===== src/rtl/bp_fe_queue_ckpt_pkg.sv =====
// FE->BE queue packet layout and the widths derived from the processor config.
package bp_fe_queue_ckpt_pkg;

    localparam int vaddr_width_p               = 39;
    localparam int instr_width_p               = 32;
    localparam int branch_metadata_fwd_width_p = 36;

    typedef enum logic [0:0] {
        e_fe_fetch     = 1'b0,
        e_fe_exception = 1'b1
    } bp_fe_queue_type_e;

    typedef struct packed {
        bp_fe_queue_type_e                       msg_type;
        logic [vaddr_width_p-1:0]                pc;
        logic [instr_width_p-1:0]                instr;
        logic [branch_metadata_fwd_width_p-1:0]  branch_metadata_fwd;
    } bp_fe_queue_s;

    localparam int fe_queue_width_lp = $bits(bp_fe_queue_s);

endpackage


===== src/rtl/bp_fe_queue_ckpt_mem.sv =====
// 1-write / 1-read register file: synchronous write, asynchronous read.
module bp_fe_queue_ckpt_mem #(
    parameter int width_p = 8,
    parameter int els_p   = 8,
    localparam int addr_width_lp = (els_p > 1) ? $clog2(els_p) : 1
) (
    input  logic                     clk_i,
    input  logic                     w_v_i,
    input  logic [addr_width_lp-1:0] w_addr_i,
    input  logic [width_p-1:0]       w_data_i,
    input  logic [addr_width_lp-1:0] r_addr_i,
    output logic [width_p-1:0]       r_data_o
);

    logic [width_p-1:0] mem_r [els_p];

    always_ff @(posedge clk_i) begin
        if (w_v_i)
            mem_r[w_addr_i] <= w_data_i;
    end

    assign r_data_o = mem_r[r_addr_i];

endmodule


===== src/rtl/bp_fe_queue_ckpt.sv =====
// Checkpointing FE->BE queue: entries stay resident until deq so issue can roll
// back to the oldest uncommitted packet and replay it.
module bp_fe_queue_ckpt
    import bp_fe_queue_ckpt_pkg::*;
#(
    parameter int els_p = 8
) (
    input  logic                         clk_i,
    input  logic                         reset_n_i,
    input  logic [fe_queue_width_lp-1:0] fe_queue_i,
    input  logic                         fe_queue_v_i,
    output logic                         fe_queue_ready_o,
    output logic [fe_queue_width_lp-1:0] fe_queue_o,
    output logic                         fe_queue_v_o,
    input  logic                         fe_queue_yumi_i,
    input  logic                         fe_queue_roll_i,
    input  logic                         fe_queue_deq_i,
    input  logic                         fe_queue_clr_i,
    output logic                         empty_o
);

    localparam int lg_els_lp    = $clog2(els_p);
    localparam int ptr_width_lp = lg_els_lp + 1;

    logic [ptr_width_lp-1:0] wptr_r, rptr_r, cptr_r;
    logic [ptr_width_lp-1:0] wptr_n, rptr_n, cptr_n;
    logic full, enq;

    // Wrap bits differ but indices match: writer is a full lap ahead of commit.
    assign full = (wptr_r[ptr_width_lp-1] != cptr_r[ptr_width_lp-1])
               && (wptr_r[lg_els_lp-1:0] == cptr_r[lg_els_lp-1:0]);

    assign fe_queue_ready_o = ~full;
    assign fe_queue_v_o     = (rptr_r != wptr_r);
    assign empty_o          = (wptr_r == cptr_r);
    assign enq              = fe_queue_v_i & ~full & ~fe_queue_clr_i;

    // Commit moves first so a same-cycle roll lands on the post-deq pointer,
    // and clear collapses the writer onto wherever the reader ends up.
    always_comb begin
        cptr_n = cptr_r + ptr_width_lp'(fe_queue_deq_i);
        rptr_n = fe_queue_roll_i ? cptr_n : rptr_r + ptr_width_lp'(fe_queue_yumi_i);
        wptr_n = fe_queue_clr_i  ? rptr_n : wptr_r + ptr_width_lp'(enq);
    end

    always_ff @(posedge clk_i) begin
        if (!reset_n_i) begin
            wptr_r <= '0;
            rptr_r <= '0;
            cptr_r <= '0;
        end else begin
            wptr_r <= wptr_n;
            rptr_r <= rptr_n;
            cptr_r <= cptr_n;
        end
    end

    bp_fe_queue_ckpt_mem #(
        .width_p(fe_queue_width_lp),
        .els_p  (els_p)
    ) mem (
        .clk_i   (clk_i),
        .w_v_i   (enq),
        .w_addr_i(wptr_r[lg_els_lp-1:0]),
        .w_data_i(fe_queue_i),
        .r_addr_i(rptr_r[lg_els_lp-1:0]),
        .r_data_o(fe_queue_o)
    );

`ifndef SYNTHESIS
    a_yumi_valid: assert property (@(posedge clk_i) disable iff (!reset_n_i)
        fe_queue_yumi_i |-> fe_queue_v_o);
    a_deq_read: assert property (@(posedge clk_i) disable iff (!reset_n_i)
        fe_queue_deq_i |-> (cptr_r != rptr_r));
    a_enq_full: assert property (@(posedge clk_i) disable iff (!reset_n_i)
        (fe_queue_v_i & ~fe_queue_clr_i) |-> fe_queue_ready_o);
`endif

endmodule

===== config.mk =====
export PLATFORM = sky130hd
export DESIGN_NAME = bp_fe_queue_ckpt
export DESIGN_NICKNAME = d
export VERILOG_FILES = /design/src/rtl/bp_fe_queue_ckpt_pkg.sv /design/src/rtl/bp_fe_queue_ckpt_mem.sv /design/src/rtl/bp_fe_queue_ckpt.sv
export SDC_FILE = /design/constraint.sdc
export NUM_CORES = 1
export LEC_CHECK = 0
export BUFFER_PORTS_ARGS = -buffer_cell sky130_fd_sc_hd__buf_2
export CORE_UTILIZATION = 60
export DETAILED_ROUTE_END_ITERATION = 16
export HOLD_SLACK_MARGIN = 0.15
export PLACE_DENSITY = 0.82
export SYNTH_ARGS = -nofsm -noshare
export SYNTH_HDL_FRONTEND = slang
export SYNTH_SLANG_ARGS = --single-unit

===== constraint.sdc =====
create_clock -name clk_i -period 18.4 [get_ports clk_i]
set_input_delay 0.92 -clock clk_i [delete_from_list [all_inputs] [get_ports clk_i]]
set_output_delay 0.92 -clock clk_i [all_outputs]
set_load 0.01 [all_outputs]

==> results list <==
- Reg-to-reg critical path endpoint: mem.mem_r[2][71]$_DFFE_PP_
* Most used cell, CP: buf_4
- Maximum VDD drop: roughly 0.10 mV
- Timing would allow up to 195 MHz.
- Register-to-Register Setup Slack: 14630 ps
* Total power divided by cell area: 113 mW/mm^2
* Mean area per synthesized cell: 25.2 sq um
- Setup repair after global routing left no endpoint under its margin.
- Insertion delay to the later sink of the worst-skew pair: ~630 ps
* Data arrival time of the critical path: 4200 ps
- Part of the cycle the worst path needs: 27.8%
- Total Die Area: 0.0567 sq mm
- The tree is rooted in a clkbuf_16.
- The path class of the tightest hold or removal check is input pin to flip-flop.
- The congestion estimate from routability-driven global placement came to 0.716.
* Resized Gates After CTS: 0
* Maximum number of pins on one net before global-route repair: 69
* Most frequent standard cell in the layout excluding fill and tap cells: edfxtp_1
* Number of warnings reported in the yosys synthesis log: 0
- Final Total Pwr: 4.32 mW
- Residual antenna-violating net count after detailed routing: 0
- P_int: ~3.4 mW
- Commonest cells after routing, fill and taps aside: edfxtp_1, buf_2, mux4_2
- Combinational share of power: under 10%
* Floorplan core area: 0.0551 sq mm
* Worst slack at placement: between 10000 and 15000 ps
* Worst path cell trace: buf_4, buf_4, mux4_2, mux2_4, buf_2
- Once the floorplan was initialized, standard cells occupied 60.8% of the core.
- Slowest stage delay, CP: 910 ps
- Clock buffer depth: 3
- In this run the critical register-to-register path is launched from wptr_r[2]$_SDFF_PN0_.
* Initial DRT Pass Iterations: 5
* Setup ws final: between 10000 and 15000 ps
* Met2 Usage GRT: 38.7%
- Setup violations remaining at the end of the flow were counted as 0.
- Total global-route track usage: 23.1%
- Min-Delay Path Depth: 1
- The worst setup path is launched from a flip-flop.
- Hold Violations, Final: 0
* Post-detail-place hpwl: 33.1 mm
* Final wirelength: between 60 and 70 mm
- First-pass GRT wire length: 95.2 mm
- Max_cap viols: 0
- Switch Pwr: 0.905 mW
- Stages on worst setup path: 5
- Vias post-DR: roughly 15000
- Part of the power in the clock network: between 30% and 40%
- For the final database, setup skew stands at roughly 16 ps.
* Met1 usage in global routing: 30.1%
- For this design, the slowest cell found on the critical path is dfxtp_4.
* Final nets: 1722
* Clock buffers created by TritonCTS: 85
* Instance count after placement with tap cells included: 2262
- The number of antenna violations at the first check in global routing is 10.
- Die extent in x: 238 um
* Post-Syn Nets: 1448
- Count of pins over their slew limit: 0
* Share of cells above drive strength 1: a little over two fifths
- Final standard cell count with taps included and fillers excluded: approximately 2400
* Clock tree sinks: roughly 880
- GR met3 Demand/Resource: ~6.1%
- Postcts setup bufs: 0
* Worst rel slew slack: between 30% and 40%
- Count of buffering cells on the critical path with inverters included: 3
- Number of library cell types mapped by synthesis: 28
- Final-layout setup total negative slack: 0 ps
- After detailed placement, the total cell area comes to 0.0353 sq mm.
- Summing every instance area after synthesis gives 0.0335 sq mm.
- Number of top-level design ports: 226
* Die H: ~240 um
* Critical path's top delay family: buffers and inverters
- The run finished with clean final reports.
- End point of the worst hold path: mem.mem_r[4][49]$_DFFE_PP_
- Row count: 86
* Total leakage power: around 12 nW
- Number of buffers added on ports: 225
- Total of hold buffers inserted after clock tree synthesis: 0
- Final routed DRC violation total: 0
- STA puts the critical path data required time at 17480 ps.
- Sequential cell area fraction in the yosys report: 78.2%
* Clock-pin slew on the worst setup and hold paths: 60 ps
- Post-layout minimum cycle time: approximately 5100 ps
- Global route overflow: 0
* Cell area after layout: 0.0381 sq mm
- Avg Vias per Cell: 6.03
* Depth of the CTS H-tree: 3
* Cell count after synthesis: ~1300
- DR WL/cell: about 26 um
* Critical Setup Path Class: flip-flop to output port
- In this run the worst path has a maximum fanout of 43.
- R2r worst-path depth: 6
* Final core utilization: between 60% and 70%
- The global routing stage identified its most utilized layer as met2.
- Relative to the synthesized area, the layout overhead comes to 13.8%.
- Switching power as a share of total power: 21.0%
- The most critical setup path has its startpoint at rptr_r[0]$_SDFF_PN0_.
- In this run, synthesis produced a sequential element count of 876.
- The share of total power dissipated in sequential elements is 52.1%.
* Min-Delay Startpoint: fe_queue_i[49]
- The detailed router finished its first iteration with 1219 violations.
- At the pin with the least slew margin, the transition time is 1020 ps.
* Worst hold margin: 559 ps
- Critical Path End Type: output port
- The via count of the first global-routing pass is 15700.
* Clock tree from TritonCTS: built
==> worst max path at each step <==
stage	endpoint	slack [ps]
finish	fe_queue_o[26]	13280
global route	fe_queue_o[16]	12880
CTS	fe_queue_o[26]	13100
detailed placement	fe_queue_o[26]	13790
global placement	fe_queue_o[16]	13860
floorplan	mem.mem_r[1][0]$_DFFE_PP_	9100
==> state kept, by name, indices dropped and copies added, names as in the netlist <==
signal     flops
rptr_r         4
wptr_r         4
mem.mem_r    864
cptr_r         4
==> kinds of logic (layout without fill, tap and decap cells) <==
kind of cell | count (synthesis) | count (layout) | synth area share (%)
flops | 876 | 876 | 78.2
xor+xnor | 14 | 14 | 0.366
compound gates | 5 | 5 | 0.120
buf+inv | 64 | 405 | 1.46
other cells | 0 | 7 | 0
simple gates | 34 | 34 | 0.531
fa+ha+maj | 6 | 6 | 0.224
mux | 328 | 328 | 19.1
==> final cells by class <==
| type | count | area (sq um) |
|---|---|---|
| tap | 748 | 936 |
| antenna | 7 | 17.5 |
| clock buffer | 99 | 2180 |
| sequential | 876 | 26200 |
| multi-input combinational | 387 | 6850 |
| timing repair buffer | 251 | 1320 |
| fill | 3279 | 17000 |
| clock inverter | 55 | 596 |
==> layer usage <==
| metal | share of wire, % | routed length [um] | vias to the layer above |
|---|---|---|---|
| met1 | 39 | 24800 | 7781 |
| met5 | 0.14 | 91 | - |
| met3 | 7.3 | 4640 | 102 |
| li1 | - | - | 6239 |
| met4 | 1.9 | 1240 | 12 |
| met2 | 52 | 33000 | 482 |
==> cell usage after synthesis <==
cell type	instances	area, sq um
a21oi_1	1	5.00
nand3b_1	1	7.51
nand3_1	5	25.0
edfxtp_1	864	25900
dfxtp_1	12	240
buf_1	11	41.3
mux2_4	70	1050
buf_8	1	15.0
or3b_2	1	8.76
nor3_1	4	20.0
buf_2	22	110
mux2i_1	3	30.0
buf_12	11	220
o21ai_0	1	5.00
nor2_1	6	22.5
ha_1	6	75.1
and2_1	3	18.8
clkbuf_1	15	56.3
nand2_1	6	22.5
xor2_1	6	52.6
buf_6	4	45.0
mux4_2	216	4860
and3b_1	1	8.76
nor2b_1	5	31.3
o211a_1	3	30.0
mux2_2	39	439
xnor2_1	8	70.1
nand4_1	2	12.5
==> power groups by stage <==
stage / clock [mW] / sequential (mW) / combinational [mW]
2_1_floorplan: 0 / 2.28 / 0.257
6_report: 1.72 / 2.25 / 0.350
4_1_cts: 1.75 / 2.25 / 0.356
5_1_grt: 1.82 / 2.25 / 0.375
3_5_place_dp: 0 / 2.29 / 0.353
3_3_place_gp: 0 / 2.29 / 0.344
Note: power is estimated with default switching activity, not from simulation.
